<file path="config.mk">
export PLATFORM = sky130hd
export DESIGN_NAME = decrypt_compute
export DESIGN_NICKNAME = d
export VERILOG_FILES = /design/src/rtl/cryp_defs_pkg.sv /design/src/rtl/cryp_lane_inv.sv /design/src/rtl/decrypt_compute.sv
export SDC_FILE = /design/constraint.sdc
export NUM_CORES = 1
export LEC_CHECK = 0
export BUFFER_PORTS_ARGS = -buffer_cell sky130_fd_sc_hd__buf_2
export CORE_MARGIN = 2
export CORE_UTILIZATION = 40
export DETAILED_ROUTE_END_ITERATION = 12
export PLACE_DENSITY = 0.66
export SYNTH_ARGS = -nofsm -noshare
export SYNTH_HDL_FRONTEND = slang
export SYNTH_SLANG_ARGS = --single-unit
</file>
<file path="constraint.sdc">
create_clock -name clk -period 6.3 [get_ports clk]
set_clock_uncertainty 0.15 [all_clocks]
set_input_delay 1.26 -clock clk [delete_from_list [all_inputs] [get_ports clk]]
set_output_delay 1.26 -clock clk [all_outputs]
set_load 0.005 [all_outputs]
</file>
<file path="src/rtl/cryp_defs_pkg.sv">
// Shared definitions for the 4-lane x 16-bit chained cipher (encrypt and decrypt paths).
package cryp_defs;

    localparam int unsigned LANE_W = 16;
    localparam int unsigned LANES  = 4;
    localparam int unsigned WORD_W = 65;
    localparam int unsigned ROT_W  = 4;

    localparam logic [LANE_W-1:0] CRYP_IV = 16'h1234;

    typedef logic [LANES-1:0][LANE_W-1:0] lanes_t;
    typedef logic [LANES-1:0][ROT_W-1:0]  rots_t;

    // Popcount of a key lane, kept at 4 bits: a full-ones lane (16) wraps to 0, an identity rotate.
    function automatic logic [ROT_W-1:0] rot_amount(input logic [LANE_W-1:0] k);
        logic [ROT_W-1:0] cnt;
        cnt = '0;
        for (int unsigned i = 0; i < LANE_W; i++) begin
            cnt = cnt + ROT_W'(k[i]);
        end
        return cnt;
    endfunction

    function automatic logic [LANE_W-1:0] rotr16(input logic [LANE_W-1:0] v,
                                                 input logic [ROT_W-1:0]  r);
        return (v >> r) | (v << (5'd16 - {1'b0, r}));
    endfunction

endpackage

</file>
<file path="src/rtl/cryp_lane_inv.sv">
// Per-lane inverse cipher helpers: key popcount (stage 1) and xor/rotate-right (stage 2).
module cryp_lane_inv
    import cryp_defs::*;
(
    input  logic [LANE_W-1:0] cnt_key,
    output logic [ROT_W-1:0]  rot,
    input  logic [LANE_W-1:0] e,
    input  logic [LANE_W-1:0] k,
    input  logic [ROT_W-1:0]  rot_amt,
    output logic [LANE_W-1:0] x
);

    always_comb begin
        rot = rot_amount(cnt_key);
        x   = rotr16(e ^ k, rot_amt);
    end

endmodule

</file>
<file path="src/rtl/decrypt_compute.sv">
// Three-stage decrypt pipeline for 65-bit cipher words with valid/ready flow control
// and a count of completed frames.
module decrypt_compute
    import cryp_defs::*;
#(
    parameter logic [LANE_W-1:0] IV = CRYP_IV
) (
    input  logic              clk,
    input  logic              reset_n,
    input  logic              decrypt_req,
    output logic              decrypt_ready,
    input  logic [63:0]       key,
    input  logic [WORD_W-1:0] enc_data,
    output logic [WORD_W-1:0] clr_data,
    output logic              clr_data_valid,
    input  logic              clr_data_ready,
    output logic [15:0]       frame_cnt
);

    logic              s1_valid;
    logic [WORD_W-1:0] s1_enc;
    lanes_t            s1_key;
    rots_t             s1_rot;

    logic              s2_valid;
    logic              s2_last;
    lanes_t            s2_e;
    lanes_t            s2_x;

    rots_t             in_rot;
    lanes_t            s1_x;
    lanes_t            clr_next;

    logic              s3_load;
    logic              s2_load;
    logic              s1_load;
    logic              in_fire;
    logic              out_fire;

    for (genvar i = 0; i < LANES; i++) begin : g_lane
        cryp_lane_inv u_lane (
            .cnt_key (key[LANE_W*i +: LANE_W]),
            .rot     (in_rot[i]),
            .e       (s1_enc[LANE_W*i +: LANE_W]),
            .k       (s1_key[i]),
            .rot_amt (s1_rot[i]),
            .x       (s1_x[i])
        );
    end

    // A stage may load when it is empty or its successor is taking its word this cycle;
    // this chain is what makes decrypt_ready combinational from clr_data_ready.
    always_comb begin
        s3_load       = !clr_data_valid || clr_data_ready;
        s2_load       = !s2_valid || s3_load;
        s1_load       = !s1_valid || s2_load;
        decrypt_ready = s1_load;
        in_fire       = decrypt_req && decrypt_ready;
        out_fire      = clr_data_valid && clr_data_ready;
    end

    // Chaining uses the previous lane's cipher text, so every lane resolves in parallel.
    always_comb begin
        clr_next    = '0;
        clr_next[0] = s2_x[0] ^ IV;
        for (int unsigned i = 1; i < LANES; i++) begin
            clr_next[i] = s2_x[i] ^ s2_e[i-1];
        end
    end

    always_ff @(posedge clk or negedge reset_n) begin
        if (!reset_n) begin
            s1_valid <= 1'b0;
            s1_enc   <= '0;
            s1_key   <= '0;
            s1_rot   <= '0;
        end else if (s1_load) begin
            s1_valid <= in_fire;
            if (in_fire) begin
                s1_enc <= enc_data;
                s1_key <= key;
                s1_rot <= in_rot;
            end
        end
    end

    always_ff @(posedge clk or negedge reset_n) begin
        if (!reset_n) begin
            s2_valid <= 1'b0;
            s2_last  <= 1'b0;
            s2_e     <= '0;
            s2_x     <= '0;
        end else if (s2_load) begin
            s2_valid <= s1_valid;
            if (s1_valid) begin
                s2_last <= s1_enc[WORD_W-1];
                s2_e    <= s1_enc[WORD_W-2:0];
                s2_x    <= s1_x;
            end
        end
    end

    always_ff @(posedge clk or negedge reset_n) begin
        if (!reset_n) begin
            clr_data_valid <= 1'b0;
            clr_data       <= '0;
        end else if (s3_load) begin
            clr_data_valid <= s2_valid;
            if (s2_valid) begin
                clr_data <= {s2_last, clr_next};
            end
        end
    end

    always_ff @(posedge clk or negedge reset_n) begin
        if (!reset_n) begin
            frame_cnt <= '0;
        end else if (out_fire && clr_data[WORD_W-1]) begin
            frame_cnt <= frame_cnt + 16'd1;
        end
    end

endmodule
</file>
== Yosys cells after proc, flatten, opt, wreduce, memory -nomap -nowiden ==
Cells that the tools add are included.
Word-level totals
  flip-flop bits (word level): 342
  bits of input ports: 133
  output and inout port bits: 83
Cells by class
  add/sub/neg operators: 65
  reductions and logical operators: 12
  shifts and indexed selects: 8
  bitwise operators: 12
Operators by type and width (count)
  adder 4 x 1 -> 4 bit: 56
  bitwise XOR 16 bit: 7
  OR 16 bit: 4
  << shifter 16 x 5 -> 16 bit: 4
  >> shifter 16 x 4 -> 16 bit: 4
  subtractor 5 x 4 -> 5 bit, first input constant: 4
  adder 16 x 1 -> 16 bit, second input constant: 1
  adder 1 x 1 -> 2 bit: 4
  AND reduction 2 bit: 3
  inverter 5 bit: 1
  logical AND 1 bit: 3
  logical NOT 1 bit: 3
  logical OR 1 bit: 3

== Longest topological paths before layout ==
  word-level depth: 15
  mapped depth: 14
  depth with buffers taken out: 14

== Modules after synthesis ==
A second synthesis with hierarchy kept.
Second synthesis, totals
  cells, all modules: 1979
  area total of the unflattened synthesis: 21493.1 µm²
Modules (own cells, without submodules)
  decrypt_compute: area an instance 13070.0 µm², cells an instance 858, times used 1
  cryp_lane_inv (g_lane[0].u_lane ...): area an instance 2077.0 µm², cells an instance 285, times used 2
  cryp_lane_inv (g_lane[2].u_lane): area an instance 2194.6 µm², cells an instance 266, times used 1
  cryp_lane_inv (g_lane[3].u_lane): area an instance 2074.5 µm², cells an instance 285, times used 1

== Least setup slack after synthesis ==
Ideal clock, no wire load.
  path kind: input to register
  from: input port key[0]
  to: register s1_rot[1] (netlist name)
  required time: 6.025 ns
  path buffers: 0
  stages on the path: 12
  path slack: 1.367 ns
  arrival time: 4.658 ns
  library setup time: 0.125 ns
  cell sequence: ha_1 inv_1 fa_1 inv_1 fa_1 fa_1 inv_1 fa_1 inv_1 fa_1 fa_1 mux2_2
Between the ends
  longest elaborated chain between the ends: 15
RTL lines
  start: declaration: RTL line decrypt_compute.sv:12  | input logic [63:0] key,
  adder 1 x 1 -> 2 bit: RTL line cryp_defs_pkg.sv:19  | cnt = cnt + ROT_W'(k[i]);
  adder 4 x 1 -> 4 bit (14 in a row): RTL line cryp_defs_pkg.sv:19
  named net g_lane[0].u_lane.rot[1]: RTL line cryp_lane_inv.sv:6  | output logic [ROT_W-1:0] rot,
  end signal: assignment: RTL line decrypt_compute.sv:82  | s1_rot <= in_rot;
  end: declaration: RTL line decrypt_compute.sv:23  | rots_t s1_rot;
The timed path passes the listed nets, and every way through them passes these cells.
A chain may end at the register's enable or synchronous reset.

== Worst setup path in the final report ==
Same ends and word-level chain as after synthesis.

==> impl_metrics.csv <==
group,metric,value,unit
power_and_ir_drop,p_comb_frac,0.527,
synth,syn_avg_cell_area,9.88,um2
sta,slew_viol_final,0,
placement,gp_congestion,0.910,
sta,rsz0062_at_grt,"no",
power_and_ir_drop,p_sw_frac,0.431,
synth,synth_seq_cells,342,
power_and_ir_drop,p_total,12.6,mW
worst_setup_path,startpoint,"key[0]",
sta,min_period_over_period,0.739,
grt,track_usage,0.212,
cts,ctsResizeCount,0,
power_and_ir_drop,clkPwrFrac,0.190,
cts,root_buffer,"clkbuf_16",
synth,synth-seq-area-share,0.409,
power_and_ir_drop,powerDensity,528,nW/um2
synth,synth_fp_nets,2318,
synth,yosysMostFrequentCell,"dfrtp_1",
route,final_antenna_net_count,0,
synth,synth_top_family_by_area,"multiplexers",
synth,muxShareOfSynthArea,0.174,
grt,grt_pass1_wl,90700,um
synth,synthAdderAreaFrac,0.0532,
worst_setup_path,crit-reg2reg-launch,"s1_rot[12]$_DFFE_PN0P_",
die,die_area,54200,um2
route,vias_per_cell,5.41,
cts,cts_buffers,39,
grt,grt.overflow.total,0,
route,post_drt_wl_per_cell,19.3,um
worst_setup_path,path_max_fanout,2,
worst_setup_path,cp-endpoint,"s1_rot[1]$_DFFE_PN0P_",
cts,cts-htree-levels,2,
grt,grt_pass1_vias,16071,
cts,post-cts-setup-buffers,0,
worst_setup_path,reg2reg_depth,7,
synth,synth_top_area_share,0.409,
sta,setup_viol,0,
die,dieHeight,233,um
route,via_count,16057,
synth,synth_compound_area_frac,0.120,
die,start_util,0.407,
sta,setup_slack,1.64,ns
synth,yosysWarnings,0,
power_and_ir_drop,irDropWorstVdd,330,uV
synth,synthArstFlopShare,1.00,
route,drt_first_pass_iters,5,
grt,antenna_found_initial,0,
cts,clk_path_buf_depth,3,
sta,setup_tns,0,ns
die,die_x,233,um
cells_and_area,n_antenna_cell,0,
synth,synth_cells,2120,
die,core_area,51500,um2
worst_setup_path,worstPathArrival,4.95,ns
power_and_ir_drop,p_leak,10.8,nW
cts,cts_tree,"yes",
cells_and_area,drive_above_1_share,0.226,
worst_setup_path,end_kind,"flip-flop",
sta,relSlewSlack,0.356,
placement,hpwl,42300,um
cts,clk_latency,0.56,ns
placement,dp_slack,1.08,ns
synth,ys.flop_type,"dfrtp_1",
power_and_ir_drop,p_seq_frac,0.283,
synth,synthSimpleGateAreaFrac,0.125,
cells_and_area,synthToLayoutAreaGrowth,13.6,%
sta,max_freq,215,MHz
sta,layout_min_cycle_time,4.66,ns
synth,synth.largest_area_cell,"dfrtp_1",
placement,io_buffers,215,
cts,clkTransAtPathRegs,0.06,ns
synth,ys_top_cells_by_count,"dfrtp_1, nand2_1, o21ai_0",
worst_setup_path,cp_data_required_time,6.59,ns
cells_and_area,nFillCells,4953,
cells_and_area,fin_nets,2456,
flow_run,drv_cap,0,
synth,yosys-top-cells-area,"dfrtp_1, mux2_2, nand2_1, mux4_2, mux2i_1",
cts,clock_sinks,342,
cts,hold_buffers,0,
synth,synthXorXnorAreaFrac,0.0695,
sta,worst_pin_slew,0.966,ns
route,wirelength,57400,um
power_and_ir_drop,p_int,7.15,mW
synth,synth_edf_count,0,
worst_setup_path,crit_type,"primary input to flip-flop",
die,row_count,83,
die,ioPinCount,216,
power_and_ir_drop,switching_power,5.42,mW
min_path,hp-class,"flip-flop to flip-flop",
run_status,status,"finished, final reports clean",
route,drt_iter0_markers,1143,
grt,grt_max_degree,129,
worst_setup_path,r2r_slack,2.28,ns
sta,hold_viol_final,0,
synth,syn_area,20900,um2
worst_setup_path,rr_endpoint,"s2_x[62]$_DFFE_PN0P_",
route,drc,0,
worst_setup_path,critPathLaunchType,"primary input",
synth,yosysUniqueCellTypes,75,
==> power groups by stage <==
stage | Clock, mW | Sequential, mW | Combinational [mW]
detailed placement | 0 | 3.60 | 6.54
finish | 2.38 | 3.56 | 6.63
CTS | 2.45 | 3.56 | 6.58
global route | 2.52 | 3.65 | 7.27
global placement | 0 | 3.57 | 6.49
floorplan | 0 | 3.30 | 5.06
==> cell families after synthesis <==
logic type / Yosys count
buffers and inverters: 243
XOR/XNOR: 161
flip-flops: 342
adder cells (fa/ha/maj): 65
AO/OA/AOI/OAI: 402
AND/OR/NAND/NOR: 620
multiplexers: 287
==> worst min-delay path by stage <==
stage	from	to	slack, ns	depth (start not counted)
global placement	s1_enc[64]$_DFFE_PN0P_	s2_last$_DFFE_PN0P_	0.29	2
floorplan	s1_enc[64]$_DFFE_PN0P_	s2_last$_DFFE_PN0P_	0.28	2
global route	s2_x[5]$_DFFE_PN0P_	clr_data[5]$_DFFE_PN0P_	0.33	1
CTS	s2_x[5]$_DFFE_PN0P_	clr_data[5]$_DFFE_PN0P_	0.31	1
finish	s2_x[5]$_DFFE_PN0P_	clr_data[5]$_DFFE_PN0P_	0.31	1
detailed placement	s1_enc[64]$_DFFE_PN0P_	s2_last$_DFFE_PN0P_	0.30	2
==> placed cells by master (no fill, tap or decap), drive strengths merged, types with 21 or more instances in the layout <==
cell type  instances
a21oi             82
a31oi             24
buf              234
clkbuf            52
dfrtp            342
fa                40
ha                25
inv              106
mux2             140
mux2i            100
mux4              47
nand2            341
nand2b            21
nand3             28
nor2             149
nor3              31
o21ai            149
xnor2             95
xor2              66
==> metrics by stage <==
stage,hold WS [ns],instances,cell area (um2),util
final,0.309,2966,23800,0.462
after CTS,0.314,2966,23800,0.462
after floorplan,0.283,2120,20900,-
after global placement,0.295,2897,22500,0.436
after global routing,0.334,2966,23800,0.462
after detailed placement,0.301,2897,22500,0.436
==> layer usage <==
layer,wire [um],track usage,part of all wire
met5,0,0,0
met3,2920,0.0322,0.051
met4,1460,0.0667,0.026
met2,26100,0.332,0.46
met1,26800,0.302,0.47
==> state kept, by name, summed over array words and instances, names as in the netlist <==
| signal | cells |
|---|---|
| clr_data | 65 |
| s2_x | 53 |
| s2_e | 48 |
| s1_rot | 16 |
| frame_cnt | 16 |
| clr_data_valid | 1 |
| s1_key | 64 |
| s1_valid | 1 |
| clr_next | 11 |
| s2_last | 1 |
| s1_enc | 65 |
| s2_valid | 1 |
==> worst max-delay path, cell delays in order <==
cell and delay (ns):
buf_2 0.11, ha_1 0.28, inv_1 0.05, fa_1 0.48, inv_1 0.05, fa_1 0.45
fa_1 0.49, inv_1 0.05, fa_1 0.49, inv_1 0.05, fa_1 0.41, fa_1 0.50
mux2_2 0.27
==> final cells by class <==
cell class / instances / area, um2 / area share
Timing Repair Buffer: 234 / 1280 / 0.0537
Clock inverter: 17 / 206 / 0.00868
Multi-Input combinational cell: 1535 / 11400 / 0.478
Clock buffer: 52 / 1140 / 0.0478
Inverter: 106 / 398 / 0.0167
Sequential cell: 342 / 8560 / 0.360
Tap cell: 680 / 851 / 0.0358
(Power assumes the default switching activity.)
